`src/rtl/mem_port_arbiter_if.sv`:
```
// Bundle of requester handshake and RAM port signals for mem_port_arbiter.
// slave = arbiter view, master = requester/RAM side view.
interface mem_port_arbiter_if #(
  parameter int ADDR_W = 16,
  parameter int DATA_W = 16
);
  logic [2:0]        Req;
  logic [2:0]        Wr;
  logic [ADDR_W-1:0] Addr0;
  logic [ADDR_W-1:0] Addr1;
  logic [ADDR_W-1:0] Addr2;
  logic [DATA_W-1:0] WData0;
  logic [DATA_W-1:0] WData1;
  logic [DATA_W-1:0] WData2;
  logic [2:0]        Grant;
  logic [2:0]        Done;
  logic [DATA_W-1:0] RData;
  logic              Busy;
  logic [ADDR_W-1:0] MemAddr;
  logic [DATA_W-1:0] MemWData;
  logic              MemWE;
  logic [DATA_W-1:0] MemRData;

  modport slave (
    input  Req, Wr, Addr0, Addr1, Addr2, WData0, WData1, WData2, MemRData,
    output Grant, Done, RData, Busy, MemAddr, MemWData, MemWE
  );

  modport master (
    output Req, Wr, Addr0, Addr1, Addr2, WData0, WData1, WData2, MemRData,
    input  Grant, Done, RData, Busy, MemAddr, MemWData, MemWE
  );
endinterface

```
`src/rtl/mem_port_arbiter.sv`:
```
// Round-robin arbiter sharing one single-port RAM among three requesters
// (0 = load/store, 1 = instruction fetch, 2 = display/IO). One transaction
// at a time; per-requester Req/Done handshake; all outputs registered.
module mem_port_arbiter #(
  parameter int ADDR_W = 16,
  parameter int DATA_W = 16,
  parameter int RD_LAT = 1
) (
  input logic                Clk,
  input logic                Reset_n,
  mem_port_arbiter_if.slave  bus
);

  localparam int CNT_W = (RD_LAT > 1) ? $clog2(RD_LAT) : 1;

  typedef enum logic [1:0] {
    ST_IDLE,
    ST_ISSUE,
    ST_WAIT,
    ST_DONE
  } state_t;

  state_t            r_state;
  logic [1:0]        r_ptr;
  logic [1:0]        r_idx;
  logic              r_wr;
  logic [CNT_W-1:0]  r_cnt;
  logic [2:0]        r_grant;
  logic [2:0]        r_done;
  logic [DATA_W-1:0] r_rdata;
  logic              r_busy;
  logic [ADDR_W-1:0] r_mem_addr;
  logic [DATA_W-1:0] r_mem_wdata;
  logic              r_mem_we;

  logic [1:0]        w_cand0;
  logic [1:0]        w_cand1;
  logic [1:0]        w_cand2;
  logic              w_found;
  logic [1:0]        w_winner;
  logic              w_sel_wr;
  logic [ADDR_W-1:0] w_sel_addr;
  logic [DATA_W-1:0] w_sel_wdata;

  function automatic logic [1:0] next_idx(input logic [1:0] i);
    return (i == 2'd2) ? 2'd0 : i + 2'd1;
  endfunction

  function automatic logic [2:0] onehot(input logic [1:0] i);
    case (i)
      2'd0:    return 3'b001;
      2'd1:    return 3'b010;
      default: return 3'b100;
    endcase
  endfunction

  // Priority scan starting at the round-robin pointer: Ptr, Ptr+1, Ptr+2 (mod 3).
  always_comb begin
    w_cand0  = r_ptr;
    w_cand1  = next_idx(r_ptr);
    w_cand2  = next_idx(w_cand1);
    w_found  = 1'b1;
    w_winner = w_cand0;
    if (bus.Req[w_cand0]) begin
      w_winner = w_cand0;
    end else if (bus.Req[w_cand1]) begin
      w_winner = w_cand1;
    end else if (bus.Req[w_cand2]) begin
      w_winner = w_cand2;
    end else begin
      w_found  = 1'b0;
    end
  end

  // Select the winning requester's command fields for latching.
  always_comb begin
    w_sel_wr    = 1'b0;
    w_sel_addr  = '0;
    w_sel_wdata = '0;
    case (w_winner)
      2'd0: begin
        w_sel_wr    = bus.Wr[0];
        w_sel_addr  = bus.Addr0;
        w_sel_wdata = bus.WData0;
      end
      2'd1: begin
        w_sel_wr    = bus.Wr[1];
        w_sel_addr  = bus.Addr1;
        w_sel_wdata = bus.WData1;
      end
      default: begin
        w_sel_wr    = bus.Wr[2];
        w_sel_addr  = bus.Addr2;
        w_sel_wdata = bus.WData2;
      end
    endcase
  end

  // Transaction FSM; every output is a register updated alongside the state.
  // MemAddr/MemWData registers double as the latched copy of the owner's command.
  always_ff @(posedge Clk) begin
    if (!Reset_n) begin
      r_state     <= ST_IDLE;
      r_ptr       <= '0;
      r_idx       <= '0;
      r_wr        <= 1'b0;
      r_cnt       <= '0;
      r_grant     <= '0;
      r_done      <= '0;
      r_rdata     <= '0;
      r_busy      <= 1'b0;
      r_mem_addr  <= '0;
      r_mem_wdata <= '0;
      r_mem_we    <= 1'b0;
    end else begin
      r_done <= '0;
      case (r_state)
        ST_IDLE: begin
          if (w_found) begin
            r_idx       <= w_winner;
            r_wr        <= w_sel_wr;
            r_ptr       <= next_idx(w_winner);
            r_grant     <= onehot(w_winner);
            r_mem_addr  <= w_sel_addr;
            r_mem_wdata <= w_sel_wdata;
            r_mem_we    <= w_sel_wr;
            r_busy      <= 1'b1;
            r_state     <= ST_ISSUE;
          end
        end
        ST_ISSUE: begin
          r_mem_we <= 1'b0;
          if (r_wr) begin
            r_done  <= onehot(r_idx);
            r_state <= ST_DONE;
          end else begin
            r_cnt   <= CNT_W'(RD_LAT - 1);
            r_state <= ST_WAIT;
          end
        end
        ST_WAIT: begin
          if (r_cnt == '0) begin
            r_rdata <= bus.MemRData;
            r_done  <= onehot(r_idx);
            r_state <= ST_DONE;
          end else begin
            r_cnt <= r_cnt - CNT_W'(1);
          end
        end
        ST_DONE: begin
          r_grant <= '0;
          r_busy  <= 1'b0;
          r_state <= ST_IDLE;
        end
        default: begin
          r_state <= ST_IDLE;
        end
      endcase
    end
  end

  assign bus.Grant    = r_grant;
  assign bus.Done     = r_done;
  assign bus.RData    = r_rdata;
  assign bus.Busy     = r_busy;
  assign bus.MemAddr  = r_mem_addr;
  assign bus.MemWData = r_mem_wdata;
  assign bus.MemWE    = r_mem_we;

  // Structural invariants of the handshake.
  a_grant_onehot0: assert property (@(posedge Clk) disable iff (!Reset_n)
    $onehot0(r_grant));
  a_done_onehot0: assert property (@(posedge Clk) disable iff (!Reset_n)
    $onehot0(r_done));
  a_done_matches_grant: assert property (@(posedge Clk) disable iff (!Reset_n)
    (r_done != '0) |-> (r_done == r_grant));
  a_we_only_in_issue: assert property (@(posedge Clk) disable iff (!Reset_n)
    r_mem_we |-> (r_state == ST_ISSUE));

endmodule
```
`src/flat_wrapper.sv`:
```
// flat-port wrapper written by rule: the top's interface ports become plain ports
module mem_port_arbiter_flat 
#(
  parameter int ADDR_W = 16,
  parameter int DATA_W = 16,
  parameter int RD_LAT = 1
)
  (Clk, Reset_n, bus_Req, bus_Wr, bus_Addr0, bus_Addr1, bus_Addr2, bus_WData0, bus_WData1, bus_WData2, bus_MemRData, bus_Grant, bus_Done, bus_RData, bus_Busy, bus_MemAddr, bus_MemWData, bus_MemWE);
  mem_port_arbiter_if #(.ADDR_W(ADDR_W), .DATA_W(DATA_W)) bus_i ();
  input logic Clk;
  input logic Reset_n;
  input wire logic [$bits(bus_i.Req)-1:0] bus_Req;
  input wire logic [$bits(bus_i.Wr)-1:0] bus_Wr;
  input wire logic [$bits(bus_i.Addr0)-1:0] bus_Addr0;
  input wire logic [$bits(bus_i.Addr1)-1:0] bus_Addr1;
  input wire logic [$bits(bus_i.Addr2)-1:0] bus_Addr2;
  input wire logic [$bits(bus_i.WData0)-1:0] bus_WData0;
  input wire logic [$bits(bus_i.WData1)-1:0] bus_WData1;
  input wire logic [$bits(bus_i.WData2)-1:0] bus_WData2;
  input wire logic [$bits(bus_i.MemRData)-1:0] bus_MemRData;
  output wire logic [$bits(bus_i.Grant)-1:0] bus_Grant;
  output wire logic [$bits(bus_i.Done)-1:0] bus_Done;
  output wire logic [$bits(bus_i.RData)-1:0] bus_RData;
  output wire logic [$bits(bus_i.Busy)-1:0] bus_Busy;
  output wire logic [$bits(bus_i.MemAddr)-1:0] bus_MemAddr;
  output wire logic [$bits(bus_i.MemWData)-1:0] bus_MemWData;
  output wire logic [$bits(bus_i.MemWE)-1:0] bus_MemWE;
  assign bus_i.Req = bus_Req;
  assign bus_i.Wr = bus_Wr;
  assign bus_i.Addr0 = bus_Addr0;
  assign bus_i.Addr1 = bus_Addr1;
  assign bus_i.Addr2 = bus_Addr2;
  assign bus_i.WData0 = bus_WData0;
  assign bus_i.WData1 = bus_WData1;
  assign bus_i.WData2 = bus_WData2;
  assign bus_i.MemRData = bus_MemRData;
  assign bus_Grant = bus_i.Grant;
  assign bus_Done = bus_i.Done;
  assign bus_RData = bus_i.RData;
  assign bus_Busy = bus_i.Busy;
  assign bus_MemAddr = bus_i.MemAddr;
  assign bus_MemWData = bus_i.MemWData;
  assign bus_MemWE = bus_i.MemWE;
  mem_port_arbiter #(.ADDR_W(ADDR_W), .DATA_W(DATA_W), .RD_LAT(RD_LAT)) u_core (.Clk(Clk), .Reset_n(Reset_n), .bus(bus_i));
endmodule
```
`config.mk`:
```
export PLATFORM = sky130hd
export DESIGN_NAME = mem_port_arbiter_flat
export DESIGN_NICKNAME = d
export VERILOG_FILES = /design/src/rtl/mem_port_arbiter_if.sv /design/src/rtl/mem_port_arbiter.sv /design/src/flat_wrapper.sv
export SDC_FILE = /design/constraint.sdc
export NUM_CORES = 1
export LEC_CHECK = 0
export CAP_MARGIN = 5
export CORE_ASPECT_RATIO = 2
export CORE_MARGIN = 1
export CORE_UTILIZATION = 41
export DETAILED_ROUTE_END_ITERATION = 12
export HOLD_SLACK_MARGIN = 0.02
export PLACE_DENSITY = 0.91
export REMOVE_ABC_BUFFERS = 1
export SKIP_LAST_GASP = 1
export SYNTH_ARGS = -nofsm -noshare
export SYNTH_HDL_FRONTEND = slang
export SYNTH_SLANG_ARGS = --single-unit
```
`constraint.sdc`:
```
create_clock -name Clk -period 3.3 [get_ports Clk]
set_input_delay 0.495 -clock Clk [delete_from_list [all_inputs] [get_ports Clk]]
set_output_delay 0.495 -clock Clk [all_outputs]
set_load 0.05 [all_outputs]
```
# After elaboration in Yosys (flattened, before gate mapping)
# Index checks and enable logic that the tools add are counted.
[word_totals]
ff_bits = 64
input_bits = 120
out_inout_bits = 56
elab_cells = 79
[classes]
n_addsub = 4
n_lt_le_gt_ge = 3
n_eq_ne = 11
n_mux = 36
bitwise_logic = 1
n_reduce_logical = 12
[ops]
columns = ["cell", "count"]
rows = [
  ["one-hot mux 16 bit (2 select lines)", 2],
  ["one-hot mux 3 bit (2 select lines)", 4],
  ["2-to-1 mux 2 bit", 8],
  ["AND reduction 2 bit", 6],
  ["2-to-1 mux 1 bit", 11],
  ["== test 2 bit (second input constant)", 5],
  ["less-than comparator 2 x 3 -> 1 bit (second input constant)", 3],
  ["2-to-1 mux 3 bit", 3],
  ["one-hot mux 1 bit (2 select lines)", 4],
  ["one-hot mux 2 bit (4 select lines)", 1],
  ["adder 2 x 1 -> 2 bit (second input constant)", 3],
  ["binary-select mux 1 bit (select 2 bit)", 3],
  ["== test 2 x 1 -> 1 bit (second input constant)", 3],
  ["logical NOT 2 bit", 3],
  ["nonzero test 2 bit", 3],
  ["!= test 2 bit (second input constant)", 2],
  ["!= test 2 x 1 -> 1 bit (second input constant)", 1],
  ["NOT 1 bit", 1],
  ["subtractor 1 bit (second input constant)", 1],
]

# Depth between registers and ports, before layout
# Gate-level depths: netlist of the first run.
[depth]
ltp_word = 13
ltp_mapped = 7
mapped_depth_nobuf = 6

# Worst setup path before layout of the first run
# OpenSTA, ideal clock, no wires.
[synth_path]
path_type = "in2reg"
start = "in bus_Req[2]"
end = "reg u_core.r_mem_addr[12] (netlist: u_core.bus.MemAddr[12])"
setup_time_ps = 137
t_arrival_ps = 1670
required_time_ps = 3163
path_slack_ps = 1493
path_stages = 5
path_buffers = 1
path_cell_list = "a21boi_2 > o31a_1 > nand3_1 > buf_1 > o221ai_2"
[synth_between]
elab_chain_cells = 7
elab_cells_between_ends = 16
classes_between = "eq/ne: 1; mux: 13; reduce/logical: 2"
[synth_lines]
columns = ["item", "line_no", "text"]
rows = [
  ["start: declaration", "flat_wrapper.sv:12", "input wire logic [$bits(bus_i.Req)-1:0] bus_Req;"],
  ["binary-select mux 1 bit (select 2 bit)", "mem_port_arbiter.sv:68", "end else if (bus.Req[w_cand2]) begin"],
  ["2-to-1 mux 1 bit (implied by the code)", "mem_port_arbiter.sv:68", ""],
  ["2-to-1 mux 2 bit", "mem_port_arbiter.sv:68", ""],
  ["2-to-1 mux 2 bit", "mem_port_arbiter.sv:66", "end else if (bus.Req[w_cand1]) begin"],
  ["2-to-1 mux 2 bit", "mem_port_arbiter.sv:64", "if (bus.Req[w_cand0]) begin"],
  ["== test 2 x 1 -> 1 bit / logical NOT 2 bit (equally long branches)", "mem_port_arbiter.sv:80", "case (w_winner)"],
  ["one-hot mux 16 bit (2 select lines)", "mem_port_arbiter.sv:80", ""],
  ["end signal: assignment", "mem_port_arbiter.sv:124", "r_mem_addr <= w_sel_addr;"],
  ["end: declaration", "mem_port_arbiter.sv:32", "logic [ADDR_W-1:0] r_mem_addr;"],
]
# Parallel ways exist; a longest one is shown, timed or not. The select of a mux whose other input is x is not followed.
# A chain may end at the register's enable or synchronous reset.

# Worst setup path after layout of the first run
[layout_path]
start = "in bus_Req[0]"
end = "reg u_core.r_wr"
[layout_between]
elab_chain_cells = 7
elab_cells_between_ends = 16
classes_between = "eq/ne: 1; mux: 13; reduce/logical: 2"
[layout_lines]
columns = ["item", "line_no", "text"]
rows = [
  ["binary-select mux 1 bit (select 2 bit)", "mem_port_arbiter.sv:68", ""],
  ["2-to-1 mux 1 bit (implied by the code)", "mem_port_arbiter.sv:68", ""],
  ["2-to-1 mux 2 bit", "mem_port_arbiter.sv:68", ""],
  ["2-to-1 mux 2 bit", "mem_port_arbiter.sv:66", ""],
  ["2-to-1 mux 2 bit", "mem_port_arbiter.sv:64", ""],
  ["== test 2 x 1 -> 1 bit / logical NOT 2 bit (equally long branches)", "mem_port_arbiter.sv:80", ""],
  ["one-hot mux 1 bit (2 select lines)", "mem_port_arbiter.sv:80", ""],
  ["end signal: assignment", "mem_port_arbiter.sv:121", "r_wr <= w_sel_wr;"],
  ["end: declaration", "mem_port_arbiter.sv:26", "logic r_wr;"],
]
# Parallel ways exist; a longest one is shown, timed or not. The select of a mux whose other input is x is not followed.

==> reports/metrics.cfg, run 1 <==
[critical_path]
worstSetupEndpointType = flip-flop
reg2reg_slack_ns = 0.97
path_class = input pin to flip-flop
crit_family = compound AO/OA/AOI/OAI gates
crit_buf_inv = 1
worstPathCellList = clkdlybuf4s50_1 > nor2b_1 > o22ai_1 > a21o_2 > mux2i_1 > o221ai_1
cp.required_ns = 3.48
arrival_ns = 2.79
start_kind = input pin
crit_path_top_delay_cell = a21o_2
crit_fanout = 37
timing.critical_path.slowest_cell_delay_ns = 0.89

[synth]
syn_inst = 312
postSynthAreaPerCell_um2 = 9.785
yosys.area_share.xor_xnor_pct = 0
synth_edf_count = 0
synthMuxAreaShare_pct = 16.07
async_flop_share_pct = 0
ys_top_cells_by_count = dfxtp_1 (63), mux2i_1 (49), nand2_1 (39), inv_1 (38), o221ai_2 (30)
synth_top_area_share_pct = 41.31
ys_dominant_reg_cell = dfxtp_1
yosysMostFrequentCell = dfxtp_1
synth-compound-area-share_pct = 21.07
synth_fa_ha_area_share_pct = 2.049
yosys.area_share.simple_pct = 11.07
yosysWarnings = 0
ys_seq_area_share_pct = 41.31
synth-seq-cells = 63
yosysUniqueCellTypes = 38
syn-cell-area_um2 = 3053
synth_area_leader_cell = dfxtp_1
synth_top_family_by_area = compound AO/OA/AOI/OAI gates
ys_top_cells_by_area = dfxtp_1 (41%), mux2i_1 (16%), o221ai_2 (15%)

[layout]
multi_input_area_um2 = 1544
drive_above_1_share_pct = 12.22
seqCellArea_um2 = 1261
final_area_um2 = 5147
area_growth_syn_to_layout_pct = 68.61
nets = 611
fillers = 541
diodes = 0
fin_util_pct = 71.37

[clock_network]
ctsHoldBuffers = 0
cts_buffer_depth = 2
clockRootBuffer = clkbuf_16
clk_pin_slew_worst_paths_ns = 0.05
postCtsSetupRepairBufs = 0
insertion_delay_ns = 0.33
htree_levels = 3
ctsResizeCount = 0
cts.sinks = 63
numCtsBuffers = 9
cts_tree = built

[sta]
slew_headroom_pct = 25.18
fmax_ghz = 0.3829
period_share_pct = 79.15
hold_violations = 0
clock_skew_ns = 0.005449
final.min_clock_period_ns = 2.612
worst_slew_pin_slew_ns = 1.122
rsz0062_at_grt = no
drv_slew = 0
whs_ns = 0.4508
fin_tns_setup_ns = 0
setup_viol = 0

[routing]
ant_nets = 0
vias = 3029
wl_um = 9260
drc = 0
wl_per_cell_um = 15.88
drt_first_pass_iters = 4
viasPerCell = 5.196
drtIter0Drc = 123

[global_route]
grt_pass1_wl_um = 14510
grt-ovfl-total = 0
grt_antenna_before_repair = 0
first_global_vias = 3211
track_usage_pct = 24.14
grt_start_max_net_pins = 38

[floorplan]
boundaryPins = 176
num_rows = 44
start_util_pct = 42.33
die_area_um2 = 7816
fp.dieW_um = 63.02
fp.dieH_um = 124.0
core-area_um2 = 7212

[power_and_ir_drop]
p_leak_nw = 2.017
powerDensity_nw_per_um2 = 835.8
vdd_drop_max_uv = 550.9
p_total_mw = 4.302

[placed_design]
gp_congestion = 0.8555
dpl-instance-area_um2 = 4871
io_buffers = 175
dp_hpwl_um = 6957

[job]
drv_cap = 0

[run_status]
status = complete, no violations

[min_path]
hold_path.class = flip-flop to flip-flop

-- power by group --
group          switching (mW)  leakage [nW]  internal [mW]
clock network           0.339         0.132          0.527
logic                    1.41          1.37          0.859
registers               0.156         0.517           1.01
total                    1.90          2.02           2.40
-- metrics by stage --
step	setup slack, ns	std cells
after floorplan	0.6967	293
after global placement	0.4683	567
after detailed placement	0.3841	567
after CTS	0.7190	583
after global routing	0.6013	583
final	0.6881	583
-- cell usage in the layout, fill, tap and decap left out, types with 2 or more instances in the layout --
master,n
clkinvlp_4,2
o21ai_1,4
o221ai_1,3
dfxtp_1,63
nand3_1,2
nand2_1,39
inv_1,38
nor2_1,27
a21oi_1,7
clkinv_2,2
buf_4,7
ha_1,5
clkbuf_16,9
o221ai_2,30
o2111ai_1,2
mux2i_1,49
clkdlybuf4s50_1,175
-- routing by layer --
| layer | global-route usage (%) | vias up | routed length, um |
|---|---|---|---|
| met5 | 0 | - | 0 |
| met3 | 6.685 | 28 | 588 |
| met2 | 47.11 | 141 | 5187 |
| met4 | 14.53 | 0 | 371 |
| li1 | - | 1448 | - |
| met1 | 21.28 | 1412 | 3112 |
-- registers in the layout (all words and copies together), names as in the netlist --
| name | flops |
|---|---|
| u_core.bus.Busy | 1 |
| u_core.bus.Done | 3 |
| u_core.bus.Grant | 3 |
| u_core.bus.MemAddr | 16 |
| u_core.bus.MemWData | 16 |
| u_core.bus.MemWE | 1 |
| u_core.bus.RData | 16 |
| u_core.r_idx | 2 |
| u_core.r_ptr | 2 |
| u_core.r_state | 2 |
| u_core.r_wr | 1 |
-- cells by family (layout without fill, tap and decap cells) --
group,Yosys count,after routing
compound gates,57,57
mux,49,49
fa+ha+maj,5,5
flops,63,63
buf+inv,58,237
simple gates,80,80
-- final cells by class --
class / count / area share [%]
repair buffers: 182 / 35.05
multi-input cells: 191 / 30.00
flip-flops and latches: 63 / 24.50
clock buffers: 11 / 4.716
inverters: 39 / 2.844
well taps: 92 / 2.236
clock inverters: 5 / 0.6563
-- final timing paths --
kind	cells past startpoint	endpoint	start
setup / recovery	6	u_core.r_wr	bus_Req[0]
setup reg to reg	5	u_core.r_wr	u_core.r_ptr[1]
hold / removal	1	u_core.bus.Done[0]	u_core.r_idx[0]
hold reg to reg	1	u_core.bus.Done[0]	u_core.r_idx[0]
(Power assumes the default switching activity.)
==> inputs of run 2 (changes only) <==
CORE_UTILIZATION = 35   (was 41)
PLACE_DENSITY = 0.83   (was 0.91)
clock period = 2.25 ns   (was 3.3 ns; I/O delays follow)
==> reports/metrics.cfg, run 2 (synthesis results as in run 1) <==
[routing]
vias = 2998
viasPerCell = 5.064
wl_per_cell_um = 15.90
ant_nets = 0
drt_first_pass_iters = 6
drtIter0Drc = 96
drc = 0
wl_um = 9410

[power_and_ir_drop]
powerDensity_nw_per_um2 = 1218
vdd_drop_max_uv = 826.6
p_leak_nw = 2.072

[min_path]
hold_start = u_core.bus.MemAddr[8]
hold_path.class = flip-flop to flip-flop
holdPathEnd = u_core.bus.MemAddr[8]
hold_depth = 2

[critical_path]
start_kind = input pin
cp.required_ns = 2.50
crit_fanout = 33
reg2reg_slack_ns = 0.37
worstReg2RegStart = u_core.r_state[0]
arrival_ns = 2.21
r2r_cells = 6
path_class = input pin to flip-flop
worstSetupEndpointType = flip-flop
r2r_end = u_core.bus.MemAddr[1]

[floorplan]
die_area_um2 = 9123
boundaryPins = 176
fp.dieW_um = 68.04
num_rows = 47
core-area_um2 = 8351
start_util_pct = 36.56
fp.dieH_um = 134.1

[layout]
diodes = 0
layout_commonest_cell = clkdlybuf4s50_1
seqCellArea_um2 = 1261
area_growth_syn_to_layout_pct = 71.80
nets = 617
drive_above_1_share_pct = 12.96
multi_input_area_um2 = 1544
final_area_um2 = 5245
final_cell_mix = clkdlybuf4s50_1 (175), dfxtp_1 (63), mux2i_1 (49)
fin_cells = 592
fin_util_pct = 62.81
fillers = 704

[clock_network]
postCtsSetupRepairBufs = 0
ctsHoldBuffers = 0
clk_pin_slew_worst_paths_ns = 0.05
ctsResizeCount = 0
cts.sinks = 63
numCtsBuffers = 9
cts_tree = built
cts_buffer_depth = 2
htree_levels = 3
insertion_delay_ns = 0.33
clockRootBuffer = clkbuf_16

[sta]
final.min_clock_period_ns = 1.958
setup_viol = 0
fmax_ghz = 0.5108
slew_headroom_pct = 63.89
worst_slew_pin_slew_ns = 0.5400
hold_violations = 0
whs_ns = 0.4588
period_share_pct = 87.01
fin_tns_setup_ns = 0
clock_skew_ns = 0.003483
drv_slew = 0
rsz0062_at_grt = no

[global_route]
grt-ovfl-total = 0
track_usage_pct = 22.16
first_global_vias = 3177
grt_antenna_before_repair = 0
grt_pass1_wl_um = 14840
grt_start_max_net_pins = 34

[placed_design]
io_buffers = 175
gp_congestion = 0.8374
dpl-instance-area_um2 = 4974
numPlacedInstances = 579
dp_hpwl_um = 7298

[run_status]
status = complete, no violations

[job]
drv_cap = 0

run 2: worst max path at each step:
| stage | startpoint | to | slack, ns | cells after the start |
|---|---|---|---|---|
| finish | bus_Req[2] | u_core.bus.MemAddr[1] | 0.29 | 6 |
| CTS | bus_Req[2] | u_core.bus.MemAddr[1] | 0.32 | 6 |
| detailed placement | bus_Req[2] | u_core.bus.MemAddr[9] | 0.01 | 6 |
| floorplan | bus_Req[2] | u_core.bus.MemAddr[1] | -0.20 | 4 |
| global route | bus_Req[2] | u_core.bus.MemAddr[2] | 0.22 | 6 |
| global placement | bus_Req[2] | u_core.bus.MemAddr[2] | 0.08 | 6 |
run 2: through the flow:
stage,setup WS [ns],total power [mW]
6_report,0.2924,6.389
4_1_cts,0.3239,6.443
2_1_floorplan,-0.1958,3.884
5_1_grt,0.2210,6.692
3_5_place_dp,0.01147,5.143
3_3_place_gp,0.07786,5.076
run 2: worst max-delay path: stages:
cell             delay [ns]
clkdlybuf4s50_1        0.56
a21boi_2               0.29
o31ai_2                0.09
or3_2                  0.51
buf_12                 0.21
o221ai_1               0.19
run 2: area by class of cell:
cell class	instances	area share [%]
clock buffer	12	5.081
clock inverter	1	0.09542
inverter	39	2.791
multi-input combinational	191	29.44
sequential	63	24.05
tap	98	2.338
timing repair buffer	188	36.21
run 2: where the power goes:
group,leakage [nW],internal [mW],switching [mW]
registers,0.517,1.49,0.226
clock network,0.136,0.813,0.463
logic,1.42,1.34,2.06
run 2: routing by layer:
| metal | global-route usage (%) | vias to the layer above | part of all wire (%) | wire length, um |
|---|---|---|---|---|
| li1 | - | 1454 | - | - |
| met1 | 19.81 | 1398 | 32 | 2974 |
| met2 | 42.48 | 120 | 59 | 5577 |
| met3 | 4.592 | 26 | 5.6 | 524 |
| met4 | 12.15 | 0 | 3.5 | 333 |
| met5 | 0 | - | 0 | 0 |
